**src/rtl/funcion_lut_if.sv**
```systemverilog
// Bus bundle for funcion_lut: evaluation, serial table load and sweep self-check.
interface funcion_lut_if #(
  parameter int N_ENT = 3
);
  localparam int NT = 2**N_ENT;

  logic [N_ENT-1:0] ent;
  logic             z;
  logic             carga_ini;
  logic             dato_valido;
  logic             dato_serie;
  logic             carga_fin;
  logic             barrido_ini;
  logic [N_ENT-1:0] ent_barrido;
  logic             resp_ext;
  logic             ocupado;
  logic             barrido_fin;
  logic [NT-1:0]    resultado;
  logic             error;

  // LUT side
  modport slave (
    input  ent, carga_ini, dato_valido, dato_serie, barrido_ini, resp_ext,
    output z, carga_fin, ent_barrido, ocupado, barrido_fin, resultado, error
  );

  // Driver side
  modport master (
    output ent, carga_ini, dato_valido, dato_serie, barrido_ini, resp_ext,
    input  z, carga_fin, ent_barrido, ocupado, barrido_fin, resultado, error
  );
endinterface

```
**src/rtl/funcion_lut.sv**
```systemverilog
// Programmable N-input Boolean function (registered), serial table reload
// through a shadow register, and a sweep engine that checks an external block.
module funcion_lut #(
  parameter int                    N_ENT     = 3,
  parameter logic [(2**N_ENT)-1:0] TABLA_INI = 'h5C,
  parameter int                    LAT       = 1
) (
  input logic          clk,
  input logic          reset,
  funcion_lut_if.slave bus
);
  localparam int NT = 2**N_ENT;
  localparam int KW = $clog2(NT + LAT + 1);
  localparam logic [KW-1:0]    K_FIN = KW'(NT + LAT - 1);
  localparam logic [KW-1:0]    K_LAT = KW'(LAT);
  localparam logic [KW-1:0]    K_NT  = KW'(NT);
  localparam logic [N_ENT-1:0] B_ULT = N_ENT'(NT - 1);

  typedef enum logic [1:0] {REPOSO, CARGA, BARRIDO, FIN} estado_t;

  estado_t          estado_q, estado_d;
  logic [NT-1:0]    tabla_q, tabla_d;
  logic [NT-1:0]    sombra_q, sombra_d;
  logic [NT-1:0]    resultado_q, resultado_d;
  logic [N_ENT-1:0] bits_q, bits_d;
  logic [KW-1:0]    k_q, k_d;
  logic [N_ENT-1:0] ent_b_q, ent_b_d;
  logic [N_ENT-1:0] idx;
  logic             z_q;
  logic             carga_fin_q, carga_fin_d;
  logic             error_q, error_d;

  // Function evaluation runs in every state; the old table stays live until commit
  always_ff @(posedge clk or posedge reset) begin
    if (reset) z_q <= 1'b0;
    else       z_q <= tabla_q[bus.ent];
  end

  // Next state and datapath: CARGA shifts MSB-first, BARRIDO captures LAT clocks late
  always_comb begin
    estado_d    = estado_q;
    tabla_d     = tabla_q;
    sombra_d    = sombra_q;
    resultado_d = resultado_q;
    bits_d      = bits_q;
    k_d         = k_q;
    ent_b_d     = ent_b_q;
    carga_fin_d = 1'b0;
    error_d     = error_q;
    idx         = N_ENT'(k_q - K_LAT);
    case (estado_q)
      REPOSO: begin
        // Load wins a same-cycle collision; the sweep strobe is simply dropped
        if (bus.carga_ini) begin
          estado_d = CARGA;
          bits_d   = '0;
          sombra_d = '0;
        end else if (bus.barrido_ini) begin
          estado_d    = BARRIDO;
          k_d         = '0;
          ent_b_d     = '0;
          resultado_d = '0;
          error_d     = 1'b0;
        end
      end
      CARGA: begin
        if (bus.dato_valido) begin
          sombra_d = {sombra_q[NT-2:0], bus.dato_serie};
          bits_d   = bits_q + 1'b1;
          if (bits_q == B_ULT) begin
            // Commit includes the bit arriving on this very clock
            tabla_d     = {sombra_q[NT-2:0], bus.dato_serie};
            carga_fin_d = 1'b1;
            bits_d      = '0;
            estado_d    = REPOSO;
          end
        end
      end
      BARRIDO: begin
        k_d = k_q + 1'b1;
        // Stimulus stops advancing at the last code while late responses drain
        if (k_d < K_NT) ent_b_d = k_d[N_ENT-1:0];
        if (k_q >= K_LAT) resultado_d[idx] = bus.resp_ext;
        if (k_q == K_FIN) begin
          k_d      = '0;
          estado_d = FIN;
        end
      end
      FIN: begin
        error_d  = (resultado_q != tabla_q);
        estado_d = REPOSO;
      end
      default: estado_d = REPOSO;
    endcase
  end

  // State register; async reset drops any half-done load or sweep
  always_ff @(posedge clk or posedge reset) begin
    if (reset) begin
      estado_q    <= REPOSO;
      tabla_q     <= TABLA_INI;
      sombra_q    <= '0;
      resultado_q <= '0;
      bits_q      <= '0;
      k_q         <= '0;
      ent_b_q     <= '0;
      carga_fin_q <= 1'b0;
      error_q     <= 1'b0;
    end else begin
      estado_q    <= estado_d;
      tabla_q     <= tabla_d;
      sombra_q    <= sombra_d;
      resultado_q <= resultado_d;
      bits_q      <= bits_d;
      k_q         <= k_d;
      ent_b_q     <= ent_b_d;
      carga_fin_q <= carga_fin_d;
      error_q     <= error_d;
    end
  end

  assign bus.z           = z_q;
  assign bus.carga_fin   = carga_fin_q;
  assign bus.ent_barrido = ent_b_q;
  assign bus.ocupado     = (estado_q != REPOSO);
  assign bus.barrido_fin = (estado_q == FIN);
  assign bus.resultado   = resultado_q;
  assign bus.error       = error_q;
endmodule

```
**src/flat_wrapper.sv**
```systemverilog
// flat-port wrapper written by rule: the top's interface ports become plain ports
module funcion_lut_flat 
#(
  parameter int                    N_ENT     = 3,
  parameter logic [(2**N_ENT)-1:0] TABLA_INI = 'h5C,
  parameter int                    LAT       = 1
)
  (clk, reset, bus_ent, bus_carga_ini, bus_dato_valido, bus_dato_serie, bus_barrido_ini, bus_resp_ext, bus_z, bus_carga_fin, bus_ent_barrido, bus_ocupado, bus_barrido_fin, bus_resultado, bus_error);
  funcion_lut_if #(.N_ENT(N_ENT)) bus_i ();
  input logic clk;
  input logic reset;
  input wire logic [$bits(bus_i.ent)-1:0] bus_ent;
  input wire logic [$bits(bus_i.carga_ini)-1:0] bus_carga_ini;
  input wire logic [$bits(bus_i.dato_valido)-1:0] bus_dato_valido;
  input wire logic [$bits(bus_i.dato_serie)-1:0] bus_dato_serie;
  input wire logic [$bits(bus_i.barrido_ini)-1:0] bus_barrido_ini;
  input wire logic [$bits(bus_i.resp_ext)-1:0] bus_resp_ext;
  output wire logic [$bits(bus_i.z)-1:0] bus_z;
  output wire logic [$bits(bus_i.carga_fin)-1:0] bus_carga_fin;
  output wire logic [$bits(bus_i.ent_barrido)-1:0] bus_ent_barrido;
  output wire logic [$bits(bus_i.ocupado)-1:0] bus_ocupado;
  output wire logic [$bits(bus_i.barrido_fin)-1:0] bus_barrido_fin;
  output wire logic [$bits(bus_i.resultado)-1:0] bus_resultado;
  output wire logic [$bits(bus_i.error)-1:0] bus_error;
  assign bus_i.ent = bus_ent;
  assign bus_i.carga_ini = bus_carga_ini;
  assign bus_i.dato_valido = bus_dato_valido;
  assign bus_i.dato_serie = bus_dato_serie;
  assign bus_i.barrido_ini = bus_barrido_ini;
  assign bus_i.resp_ext = bus_resp_ext;
  assign bus_z = bus_i.z;
  assign bus_carga_fin = bus_i.carga_fin;
  assign bus_ent_barrido = bus_i.ent_barrido;
  assign bus_ocupado = bus_i.ocupado;
  assign bus_barrido_fin = bus_i.barrido_fin;
  assign bus_resultado = bus_i.resultado;
  assign bus_error = bus_i.error;
  funcion_lut #(.N_ENT(N_ENT), .TABLA_INI(TABLA_INI), .LAT(LAT)) u_core (.clk(clk), .reset(reset), .bus(bus_i));
endmodule
```
**config.mk**
```make
export PLATFORM = sky130hd
export DESIGN_NAME = funcion_lut_flat
export DESIGN_NICKNAME = d
export VERILOG_FILES = /design/src/rtl/funcion_lut_if.sv /design/src/rtl/funcion_lut.sv /design/src/flat_wrapper.sv
export SDC_FILE = /design/constraint.sdc
export NUM_CORES = 1
export LEC_CHECK = 0
export BUFFER_PORTS_ARGS = -buffer_cell sky130_fd_sc_hd__buf_2
export CAP_MARGIN = 5
export CORE_ASPECT_RATIO = 0.8
export CORE_MARGIN = 3
export CORE_UTILIZATION = 40
export CTS_CLUSTER_DIAMETER = 120
export CTS_CLUSTER_SIZE = 24
export DETAILED_ROUTE_END_ITERATION = 10
export SLEW_MARGIN = 30
export SYNTH_ARGS = -nofsm -noshare
export SYNTH_HDL_FRONTEND = slang
export SYNTH_SLANG_ARGS = --single-unit
```
**constraint.sdc**
```tcl
create_clock -name clk -period 2.45 [get_ports clk]
set_input_delay 0.3675 -clock clk [delete_from_list [all_inputs] [get_ports clk]]
set_output_delay 0.3675 -clock clk [all_outputs]
set_load 0.03 [all_outputs]
```
* Yosys cells after proc, flatten, opt, wreduce, memory -nomap -nowiden
Cells that the tools add are included.
Storage, ports and cells: logic and storage cells 82, output and inout port bits 16, bits in registers 38, bits of input ports 10
Operators by class: order comparisons 5, equality and inequality tests 15, multiplexer cells 36, reductions and logical operators 13, $add $sub $neg 3
Operators by type and width (count):
- 8-bit 2-to-1 mux | 3
- 3-bit 2-to-1 mux | 6
- 8-bit case mux with 2 select lines | 1
- 7-bit 2-to-1 mux | 2
- 7-bit case mux with 2 select lines | 1
- 4-bit 2-to-1 mux | 3
- 3-bit case mux with 2 select lines | 2
- 3-bit AND reduction | 4
- 4-bit AND reduction | 3
- 2-bit 2-to-1 mux | 5
- 8-bit bitwise mux | 1
- 3-bit by 4-bit less-than comparator with 1-bit output (second input constant) | 2
- 2-bit by 1-bit != test with 1-bit output (second input constant) | 4
- 2-bit != test (second input constant) | 4
- 8-bit != test | 1
- 2-bit case mux with 4 select lines | 1
- 4-bit case mux with 2 select lines | 1
- 2-bit nonzero test | 4
- 1-bit 2-to-1 mux | 7
- 4-bit by 1-bit adder with 4-bit output (second input constant) | 1
- 2-bit == test (second input constant) | 2
- 4-bit == test (second input constant) | 1
- 4-bit by 1-bit greater-or-equal comparator with 1-bit output (second input constant) | 1
- 4-bit less-than comparator (second input constant) | 1
- 11 further kinds | 11

* Logic depth before layout (Yosys ltp)
Gate-level depths: netlist (run 1).
depth after elaboration 8, gate-level depth with buffers 8, depth with buffers taken out 6

* Worst setup path before layout (run 1)
OpenSTA, ideal clock, no wires.
path kind register to register, from reg u_core.k_q[0], to reg u_core.resultado_q[7], in the netlist u_core.bus.resultado[7], slack 0.292 ns, period minus slack after synthesis 2.158 ns, cell stages (with the launch flop) 8, buffers on the path 1, library setup time 0.092 ns, arrival 2.066 ns, data required time 2.358 ns, cells stage by stage dfrtp_1 > buf_6 > inv_1 > ha_1 > nor2b_1 > a221o_2 > or4b_4 > o31ai_2
Between the ends: word-level cells in the longest chain between the ends 8, elaborated cells on any way between the ends 12, those cells by class 1 x add/sub; 3 x order compare; 1 x eq/ne; 5 x mux; 2 x reduce/logical
Ends and longest elaborated chain:
- start: declaration | RTL line funcion_lut.sv:26 | logic [KW-1:0] k_q, k_d;
- start signal: assignment | RTL line funcion_lut.sv:115 | k_q <= k_d;
- 3-bit by 1-bit subtractor with 3-bit output | RTL line funcion_lut.sv:50 | idx = N_ENT'(k_q - K_LAT);
- 3-bit by 4-bit less-than comparator with 1-bit output (not written as such) / 3-bit by 1-bit greater-or-equal comparator with 1-bit output (equally long branches) | RTL line funcion_lut.sv:83 | if (k_q >= K_LAT) resultado_d[idx] = bus.resp_ext;
- 1-bit logical AND (not written as such) | RTL line funcion_lut.sv:83
- 1-bit 2-to-1 mux (not written as such) | RTL line funcion_lut.sv:83
- 1-bit demux with 3-bit select
- 8-bit bitwise mux | RTL line funcion_lut.sv:83
- 8-bit 2-to-1 mux | RTL line funcion_lut.sv:83
- 8-bit case mux with 2 select lines | RTL line funcion_lut.sv:51 | case (estado_q)
- end signal: assignment | RTL line funcion_lut.sv:113 | resultado_q <= resultado_d;
- end: declaration | RTL line funcion_lut.sv:24 | logic [NT-1:0] resultado_q, resultado_d;
Parallel ways exist; a longest one is shown, timed or not. The select of a mux whose other input is x is not followed. A chain may end at the register's enable or synchronous reset.

* Final worst setup path (run 1)
from reg u_core.k_q[1], to reg u_core.resultado_q[7], in the netlist u_core.bus.resultado[7]
Same word-level chain as after synthesis.

==> impl_metrics.tcl, run 1 <==
set metrics [dict create \
    outcome "finished, final reports clean" \
    layout_min_cycle_time_ps 2129 \
    die_w_um 82.59 \
    synth.lib_cells_used.distinct 41 \
    io-pin-count 26 \
    avgViaCountPerCell 5.510 \
    synth.avg_cell_area_um2 11.44 \
    synth_enable_flop_cells 0 \
    timing.critical_path.from_type "flop" \
    groute.usage.overall_pct 17.28 \
    finalInstanceArea_mm2 0.002145 \
    mappedNetlistArea_mm2 0.001877 \
    place.detailed.hpwl_um 2996 \
    num_vias 1372 \
    antenna_violations_before_repair 0 \
    synth_area_leaders "dfrtp_1 45%, dfstp_2 5.6%, mux2_1 4.8%" \
    cts.clk_slew.worst_paths_ps 80 \
    setup_total_negative_slack_ps 0 \
    crit_arrival_ps 2330 \
    antenna_left 0 \
    worst_path_dominant_cell_family "simple AND/OR/NAND/NOR gates" \
    mappedNetlistNets 179 \
    final_core_utilization_pct 49.17 \
    irDropWorstVdd_mv 0.4769 \
    timing.final.ws_setup_ps 321.3 \
    grt_setup_unrepaired "false" \
    achievable-frequency_ghz 0.4698 \
    critical_path.endpoint_type "flop" \
    path_cells "inv_1 -> ha_1 -> nor2b_1 -> a221o_2 -> or4b_4 -> o31ai_2" \
    netlist.area_leader.share_pct 45.33 \
    place_area_mm2 0.002036 \
    grt_pass1_wl_um 7120 \
    core.rowCount 21 \
    drt_drc_violations_left 0 \
    nNetsFinal 206 \
    ctsRootBufferMaster "clkbuf_8" \
    port_buffers 25 \
    gp_congestion 0.8327 \
    htreeDepth 2 \
    first_pass_iters 4 \
    wire_per_inst_um 16.71 \
    core-area_mm2 0.004362 \
    globalRoute.totalOverflow 0 \
    synthCells 164 \
    critPathSlowestCell "or4b_4" \
    synth.largest_area_cell "dfrtp_1" \
    grt_pass1_vias 1413 \
    multi_input_comb_area_um2 845.8 \
    final_hold_viol_count 0 \
    slew_violations 0 \
    critPathRequiredTime_ps 2650 \
    clock_insertion_delay_worst_skew_ps 290 \
    tritoncts_clock_tree "built" \
    finalClockSkew_ps 7.407 \
    area_growth_syn_to_layout_pct 14.27 \
    synth-seq-area-share_pct 50.93 \
    pre_cts_ws_ps 337.5 \
    worst-path-max-fanout 9 \
    worst-setup-path-type "flop to flop" \
    final.period_utilization_pct 86.88 \
    wirelength_um 4162 \
    drive_gt1_share_pct 26.56 \
    numClockSinks 38 \
    power.static_leakage_nw 1.065 \
    worst_slew_margin_rel_pct 63.28 \
    seqCellArea_um2 955.9 \
    cts_buffers 5 \
    grt_max_degree 39 \
    synth-main-ff-cell "dfrtp_1" \
    post-cts-setup-buffers 0 \
    detailedRoute.firstIterationViolations 86 \
    yosysWarnings 0 \
    setup_violations 0 \
    worst_hold_path_type "primary input to async pin" \
    synth.ff_latch_count 38 \
    cts_resized 0 \
    clockBufferDepth 2 \
    worst_r2r_startpoint "u_core.k_q[1]$_DFFE_PP0P_" \
    num_antenna_cells 0 \
    layout.filler_cells 427 \
    timing_worst_slew_pin_value_ps 546.8 \
    critPathBufInv 1 \
    worst_path_largest_cell_delay_ps 540 \
    postSynth.asyncResetShare_pct 100.0 \
    power_density_mw_per_mm2 1101 \
    die_outline_area_mm2 0.005555 \
    start_util_pct 43.03 \
    cap_violations 0 \
    cp-startpoint "u_core.k_q[1]$_DFFE_PP0P_" \
    ctsHoldBuffers 0 \
    vertical_extent_of_the_die_um 67.27 \
]
worst paths after layout:
kind,to,cells after the start,slack [ps]
worst max register to register,u_core.bus.resultado[7]$_DFFE_PP0P_,6,320
worst min register to register,u_core.bus.ent_barrido[0]$_DFFE_PP0P_,1,490
worst min-delay path,u_core.estado_q[0]$_DFFE_PP0P_,3,180
max in group asynchronous,u_core.tabla_q[6]$_DFFE_PP1P_,3,1910
worst max-delay path,u_core.bus.resultado[7]$_DFFE_PP0P_,6,320
min in group clk,u_core.bus.z$_DFF_PP0_,2,330
where the power goes:
group | total [mW] | internal [mW] | switching, mW
Combinational | 0.900 | 0.322 | 0.578
Clock | 0.525 | 0.300 | 0.225
Sequential | 0.937 | 0.783 | 0.154
Total | 2.36 | 1.40 | 0.957
worst min-delay path: stages:
cell	delay [ps]
buf_2	90
inv_1	40
buf_4	400
cells in the mapped netlist, drive strengths merged, types with 2 or more instances:
library cell and number:
nand2 11, nor2b 3, clkbuf 2, nand3 2, inv 6, o21ai 20, o31ai 3, buf 4
nor2 4, dfstp 4, ha 5, a21oi 8, a21o 4, a22o 8, nor4 2, a31oi 3
xnor2 7, mux4 2, nand2b 3, o2bb2ai 2, xor2 5, mux2 10, dfrtp 34
registers in the layout (all words and copies together) (netlist names):
signal                  flops
u_core.estado_q             2
u_core.bus.resultado        8
u_core.tabla_q              8
u_core.bus.carga_fin        1
u_core.bits_q               3
u_core.sombra_q             7
u_core.bus.z                1
u_core.bus.ent_barrido      3
u_core.bus.error            1
u_core.k_q                  4
kinds of logic after synthesis:
logic type	count (synthesis)	synth area share (%)
AOI/OAI and AO/OA	51	17.67
DFF	38	50.93
and+or+nand+nor	33	10.07
buffers and inverters	13	4.000
xor gates and xnor gates	12	5.600
muxes	12	8.400
adders and majority gates	5	3.333
layout make-up:
class	instances	share of cell area (%)
Sequential cell	38	44.57
Multi-Input combinational cell	113	39.44
Timing Repair Buffer	27	6.534
Tap cell	57	3.326
Clock buffer	5	3.209
Clock inverter	3	1.867
Inverter	6	1.050
per-layer routing:
| metal | GRT usage, % | vias up | wire, um |
|---|---|---|---|
| met1 | 24.98 | 689 | 2052 |
| met4 | 4.286 | 0 | 36 |
| li1 | - | 645 | - |
| met2 | 26.10 | 33 | 1878 |
| met3 | 4.133 | 5 | 196 |
| met5 | 0 | - | 0 |
metrics by stage:
stage	instances	power (mW)	hold slack, ps
5_1_grt	249	2.519	221.8
4_1_cts	249	2.372	200.2
3_5_place_dp	241	1.841	469.5
6_report	249	2.361	177.5
3_3_place_gp	241	1.803	468.4
2_1_floorplan	164	1.614	458.8
cells in the final DEF, fill, tap and decap left out, drive strengths merged, types with 2 or more instances in the layout:
cell and n:
nand3 2, mux4 2, o31ai 3, o2bb2ai 2, a22o 8, a21o 4
nor4 2, xnor2 7, inv 6, a21oi 8, o21ai 20, dfrtp 34
nand2b 3, nor2 4, clkinv 2, nand2 11, xor2 5, buf 27
clkbuf 5, nor2b 3, a31oi 3, mux2 10, dfstp 4, ha 5
(Power assumes the default switching activity.)
==> inputs of run 2 (changes only) <==
- PLACE_DENSITY: unset -> 0.69
==> impl_metrics.tcl, run 2 (synthesis results as in run 1) <==
set metrics [dict create \
    outcome "finished, final reports clean" \
    final.period_utilization_pct 86.49 \
    worst_r2r_startpoint "u_core.k_q[1]$_DFFE_PP0P_" \
    cts.clk_slew.worst_paths_ps 70 \
    critical_path.endpoint_type "flop" \
    io-pin-count 26 \
    layout.cells.most_common "dfrtp_1" \
    start_util_pct 43.03 \
    setup_violations 0 \
    area_growth_syn_to_layout_pct 14.27 \
    drive_gt1_share_pct 26.56 \
    num_vias 1313 \
    irDropWorstVdd_mv 0.4248 \
    global_route_met2_usage_pct 21.20 \
    cap_violations 0 \
    groute.usage.overall_pct 15.50 \
    finalClockSkew_ps 4.045 \
    worst-r2r-cell-count 6 \
    detailedRoute.firstIterationViolations 81 \
    cts_resized 0 \
    num_antenna_cells 0 \
    port_buffers 25 \
    final_core_utilization_pct 49.17 \
    final_hold_viol_count 0 \
    grt_max_degree 39 \
    timing.critical_path.from_type "flop" \
    place.detailed.hpwl_um 2763 \
    numClockSinks 38 \
    die_w_um 82.59 \
    layoutNonFillerInstCount 249 \
    wirelength_um 3868 \
    vertical_extent_of_the_die_um 67.27 \
    worst-setup-path-type "flop to flop" \
    most_frequent_cells_in_the_layout "34 x dfrtp_1, 25 x buf_2, 12 x o21ai_1" \
    worstReg2RegEnd "u_core.bus.resultado[7]$_DFFE_PP0P_" \
    worst_slew_margin_rel_pct 61.60 \
    grt_pass1_wl_um 6430 \
    cts_buffers 5 \
    avgViaCountPerCell 5.273 \
    global_route_track_usage_on_met3_pct 3.200 \
    drt_drc_violations_left 0 \
    first_pass_iters 4 \
    wire_per_inst_um 15.53 \
    worst_hold_path_type "primary input to async pin" \
    power_density_mw_per_mm2 1091 \
    worst-path-max-fanout 9 \
    tritoncts_clock_tree "built" \
    place.detailed.instances 241 \
    gp_congestion 0.7786 \
    crit_arrival_ps 2310 \
    globalRoute.totalOverflow 0 \
    antenna_violations_before_repair 0 \
    gr-usage-met1_pct 23.94 \
    ctsHoldBuffers 0 \
    layout_min_cycle_time_ps 2119 \
    layout.filler_cells 419 \
    core-area_mm2 0.004362 \
    slew_violations 0 \
    setup_total_negative_slack_ps 0 \
    clock_insertion_delay_worst_skew_ps 280 \
    core.rowCount 21 \
    setup.reg_to_reg.worst_slack_ps 330 \
    critPathRequiredTime_ps 2640 \
    pre_cts_ws_ps 377.7 \
    finalHoldWorstSlack_ps 183.9 \
    grt_pass1_vias 1290 \
    timing.final.ws_setup_ps 330.9 \
    ctsRootBufferMaster "clkbuf_8" \
    power.static_leakage_nw 1.065 \
    antenna_left 0 \
    grt_setup_unrepaired "false" \
    nNetsFinal 206 \
    achievable-frequency_ghz 0.4719 \
    htreeDepth 2 \
    grt.busiest_layer "met1" \
    timing_worst_slew_pin_value_ps 571.8 \
    clockBufferDepth 2 \
    post-cts-setup-buffers 0 \
    die_outline_area_mm2 0.005555 \
]
==> run 2: cell counts in the layout (fill, tap and decap cells not counted) <==
No cell type changed its count.
==> run 2: final cells by class <==
| type | instances | area [um2] | share of cell area, % |
|---|---|---|---|
| clock buffers | 5 | 68.82 | 3.209 |
| clock inverters | 3 | 40.04 | 1.867 |
| inverters | 6 | 22.52 | 1.050 |
| multi-input cells | 113 | 845.8 | 39.44 |
| flip-flops and latches | 38 | 955.9 | 44.57 |
| well taps | 57 | 71.32 | 3.326 |
| repair buffers | 27 | 140.1 | 6.534 |
==> run 2: worst max path at each step <==
stage                               from                                  end  slack [ps]  cells past startpoint
2_1_floorplan  u_core.k_q[0]$_DFFE_PP0P_  u_core.bus.resultado[7]$_DFFE_PP0P_         290                      7
3_3_place_gp   u_core.k_q[1]$_DFFE_PP0P_  u_core.bus.resultado[7]$_DFFE_PP0P_         440                      6
3_5_place_dp   u_core.k_q[1]$_DFFE_PP0P_  u_core.bus.resultado[7]$_DFFE_PP0P_         380                      6
4_1_cts        u_core.k_q[1]$_DFFE_PP0P_  u_core.bus.resultado[7]$_DFFE_PP0P_         340                      6
5_1_grt        u_core.k_q[1]$_DFFE_PP0P_  u_core.bus.resultado[7]$_DFFE_PP0P_         240                      6
6_report       u_core.k_q[1]$_DFFE_PP0P_  u_core.bus.resultado[7]$_DFFE_PP0P_         330                      6
==> run 2: power breakdown <==
group / total, mW / internal [mW] / switching [mW]
sequential: 0.944 / 0.783 / 0.161
combinational: 0.882 / 0.321 / 0.561
clock: 0.514 / 0.300 / 0.215
==> run 2: worst max-delay path: stages, from the launching register on <==
cell	delay, ps
dfrtp_1	370
inv_1	80
ha_1	220
nor2b_1	160
a221o_2	440
or4b_4	540
o31ai_2	210
==> run 2: routing by layer <==
layer | share of wire [%] | up-vias
li1 | - | 647
met1 | 54 | 632
met2 | 41 | 29
met3 | 3.5 | 5
met4 | 1.4 | 0
met5 | 0 | -
==> run 2: stage by stage <==
stage          area (um2)  total power [mW]
2_1_floorplan        1877             1.614
3_3_place_gp         2036             1.811
3_5_place_dp         2036             1.829
4_1_cts              2145             2.357
5_1_grt              2145             2.501
6_report             2145             2.341
==> inputs of run 3 (changes only) <==
- ABC_AREA: unset -> 1
- clock period: 2.45 -> 2.2 ns (I/O delays scaled with it)
==> impl_metrics.tcl, run 3 <==
set metrics [dict create \
    worst-path-max-fanout 12 \
    wire_per_inst_um 11.78 \
    power_density_mw_per_mm2 1154 \
    num_vias 1742 \
    clockBufferDepth 2 \
    crit_arrival_ps 1980 \
    globalRoute.totalOverflow 0 \
    area_growth_syn_to_layout_pct 12.69 \
    first_pass_iters 5 \
    synth.avg_cell_area_um2 7.521 \
    io-pin-count 26 \
    worst-setup-path-type "flop to flop" \
    place.detailed.hpwl_um 3093 \
    vertical_extent_of_the_die_um 69.73 \
    clkPwrFrac_pct 18.8 \
    avgViaCountPerCell 4.866 \
    core-area_mm2 0.004735 \
    finalClockSkew_ps 3.294 \
    switching_power_mw 1.194 \
    netlist_top_cells_count "96 x nand2_1, 36 x inv_1, 34 x dfrtp_1" \
    netlist.area_leader.share_pct 41.90 \
    slew_violations 0 \
    final_hold_viol_count 0 \
    port_buffers 25 \
    die_outline_area_mm2 0.005973 \
    p_total_mw 2.642 \
    timing.critical_path.from_type "flop" \
    postSynth.asyncResetShare_pct 100.0 \
    synthCells 270 \
    ctsHoldBuffers 0 \
    tritoncts_clock_tree "built" \
    timing_worst_slew_pin_value_ps 486.0 \
    critPathRequiredTime_ps 2390 \
    ctsRootBufferMaster "clkbuf_8" \
    outcome "finished, final reports clean" \
    most_frequent_cells_in_the_layout "96 x nand2_1, 36 x inv_1, 34 x dfrtp_1" \
    grt_pass1_vias 1526 \
    layout.cells.most_common "nand2_1" \
    num_antenna_cells 0 \
    place.detailed.instances 350 \
    pwr-share-comb_pct 43.3 \
    die_w_um 85.66 \
    critical_path.endpoint_type "flop" \
    drive_gt1_share_pct 16.44 \
    nNetsFinal 312 \
    setup_violations 0 \
    power.switching_fraction_pct 45.20 \
    worst_slew_margin_rel_pct 67.60 \
    cts.clk_slew.worst_paths_ps 70 \
    setup_total_negative_slack_ps 0 \
    layout_min_cycle_time_ps 1791 \
    antenna_left 0 \
    finalHoldWorstSlack_ps 139.6 \
    detailedRoute.firstIterationViolations 114 \
    grt_setup_unrepaired "false" \
    synth_area_leaders "dfrtp_1 42%, nand2_1 18%, nand3_1 6.9%" \
    wirelength_um 4218 \
    htreeDepth 2 \
    core.rowCount 22 \
    worst_hold_path_type "primary input to async pin" \
    grt_pass1_wl_um 7162 \
    start_util_pct 42.89 \
    cts_buffers 5 \
    post-cts-setup-buffers 0 \
    mappedNetlistNets 285 \
    grt_max_degree 39 \
    cap_violations 0 \
    yosysWarnings 0 \
    finalInstanceArea_mm2 0.002288 \
    antenna_violations_before_repair 0 \
    synth.largest_area_cell "dfrtp_1" \
    irDropWorstVdd_mv 0.6477 \
    drt_drc_violations_left 0 \
    achievable-frequency_ghz 0.5583 \
    cts_resized 0 \
    power.static_leakage_nw 1.216 \
    p_seq_share_pct 37.9 \
    intPower_mw 1.448 \
    synth-seq-area-share_pct 47.07 \
    synth-main-ff-cell "dfrtp_1" \
    synth.ff_latch_count 38 \
    numClockSinks 38 \
    groute.usage.overall_pct 15.18 \
    synth.lib_cells_used.distinct 23 \
    gp_congestion 0.8953 \
    clock_insertion_delay_worst_skew_ps 290 \
    mappedNetlistArea_mm2 0.002031 \
    synth_enable_flop_cells 0 \
    layoutNonFillerInstCount 358 \
    place_area_mm2 0.002197 \
    yosysMostFrequentCell "nand2_1" \
    final.period_utilization_pct 81.42 \
]
-- run 3: cell count changes after synthesis, sizes merged, moves of 4 or more --
cell,previous run,this run
xnor2,7,3
a22o,8,0
nand2,11,97
o22ai,1,7
inv,6,41
a21o,4,0
xor2,5,1
mux2,10,0
a21oi,8,3
nand3,2,28
nor2,4,18
-- run 3: through the flow --
step	setup WS [ps]	util (%)
2_1_floorplan	591.0	-
3_3_place_gp	503.5	46.41
3_5_place_dp	416.1	46.41
4_1_cts	414.1	48.34
5_1_grt	224.3	48.34
6_report	408.9	48.34
-- run 3: worst max-delay path: stages, from the launching register on --
cell,delay [ps]
dfrtp_1,520
inv_1,180
ha_1,290
nand3_1,120
nor2_2,40
nor2_2,320
nand2_1,100
nand2_1,70
nand2_1,40
-- run 3: logic make-up (layout without fill, tap and decap cells) --
logic type	after synthesis	in the layout	synth area share, %
AO/OA/AOI/OAI	32	32	8.687
XOR/XNOR	4	4	1.726
adder cells (fa/ha/maj)	5	5	3.081
buffers and inverters	47	75	9.611
flip-flops	38	38	47.07
AND/OR/NAND/NOR	144	144	29.82
-- run 3: power groups by stage --
stage	clock network, mW	logic (mW)	registers (mW)
3_5_place_dp	0	1.14	1.01
3_3_place_gp	0	1.12	1.01
2_1_floorplan	0	0.820	1.09
4_1_cts	0.519	1.14	1.00
5_1_grt	0.551	1.29	1.02
6_report	0.496	1.14	1.00
-- run 3: path summary, 6_finish.rpt --
check | cells after the start | from | to | slack (ps)
max in group asynchronous | 3 | reset | u_core.tabla_q[4]$_DFFE_PP1P_ | 1700
min in group clk | 2 | bus_ent[2] | u_core.bus.z$_DFF_PP0_ | 270
worst min-delay path | 3 | reset | u_core.bus.error$_DFFE_PP0P_ | 140
worst max register to register | 8 | u_core.k_q[0]$_DFFE_PP0P_ | u_core.bus.resultado[2]$_DFFE_PP0P_ | 410
worst min register to register | 2 | u_core.bus.error$_DFFE_PP0P_ | u_core.bus.error$_DFFE_PP0P_ | 490
worst max-delay path | 8 | u_core.k_q[0]$_DFFE_PP0P_ | u_core.bus.resultado[2]$_DFFE_PP0P_ | 410
-- run 3: metal layers --
layer  routed length [um]  GRT usage (%)  vias up
met4                   66          5.800        0
li1                     -              -      899
met3                  268          4.038        7
met5                    0              0        -
met2                 1633          20.26       46
met1                 2250          22.96      790
-- run 3: cell type report --
class	count	area [um2]
Multi-Input combinational cell	185	879.6
Inverter	41	153.9
Tap cell	60	75.07
Clock inverter	1	5.005
Sequential cell	38	955.9
Fill cell	477	2446
Clock buffer	7	86.33
Timing Repair Buffer	26	132.6
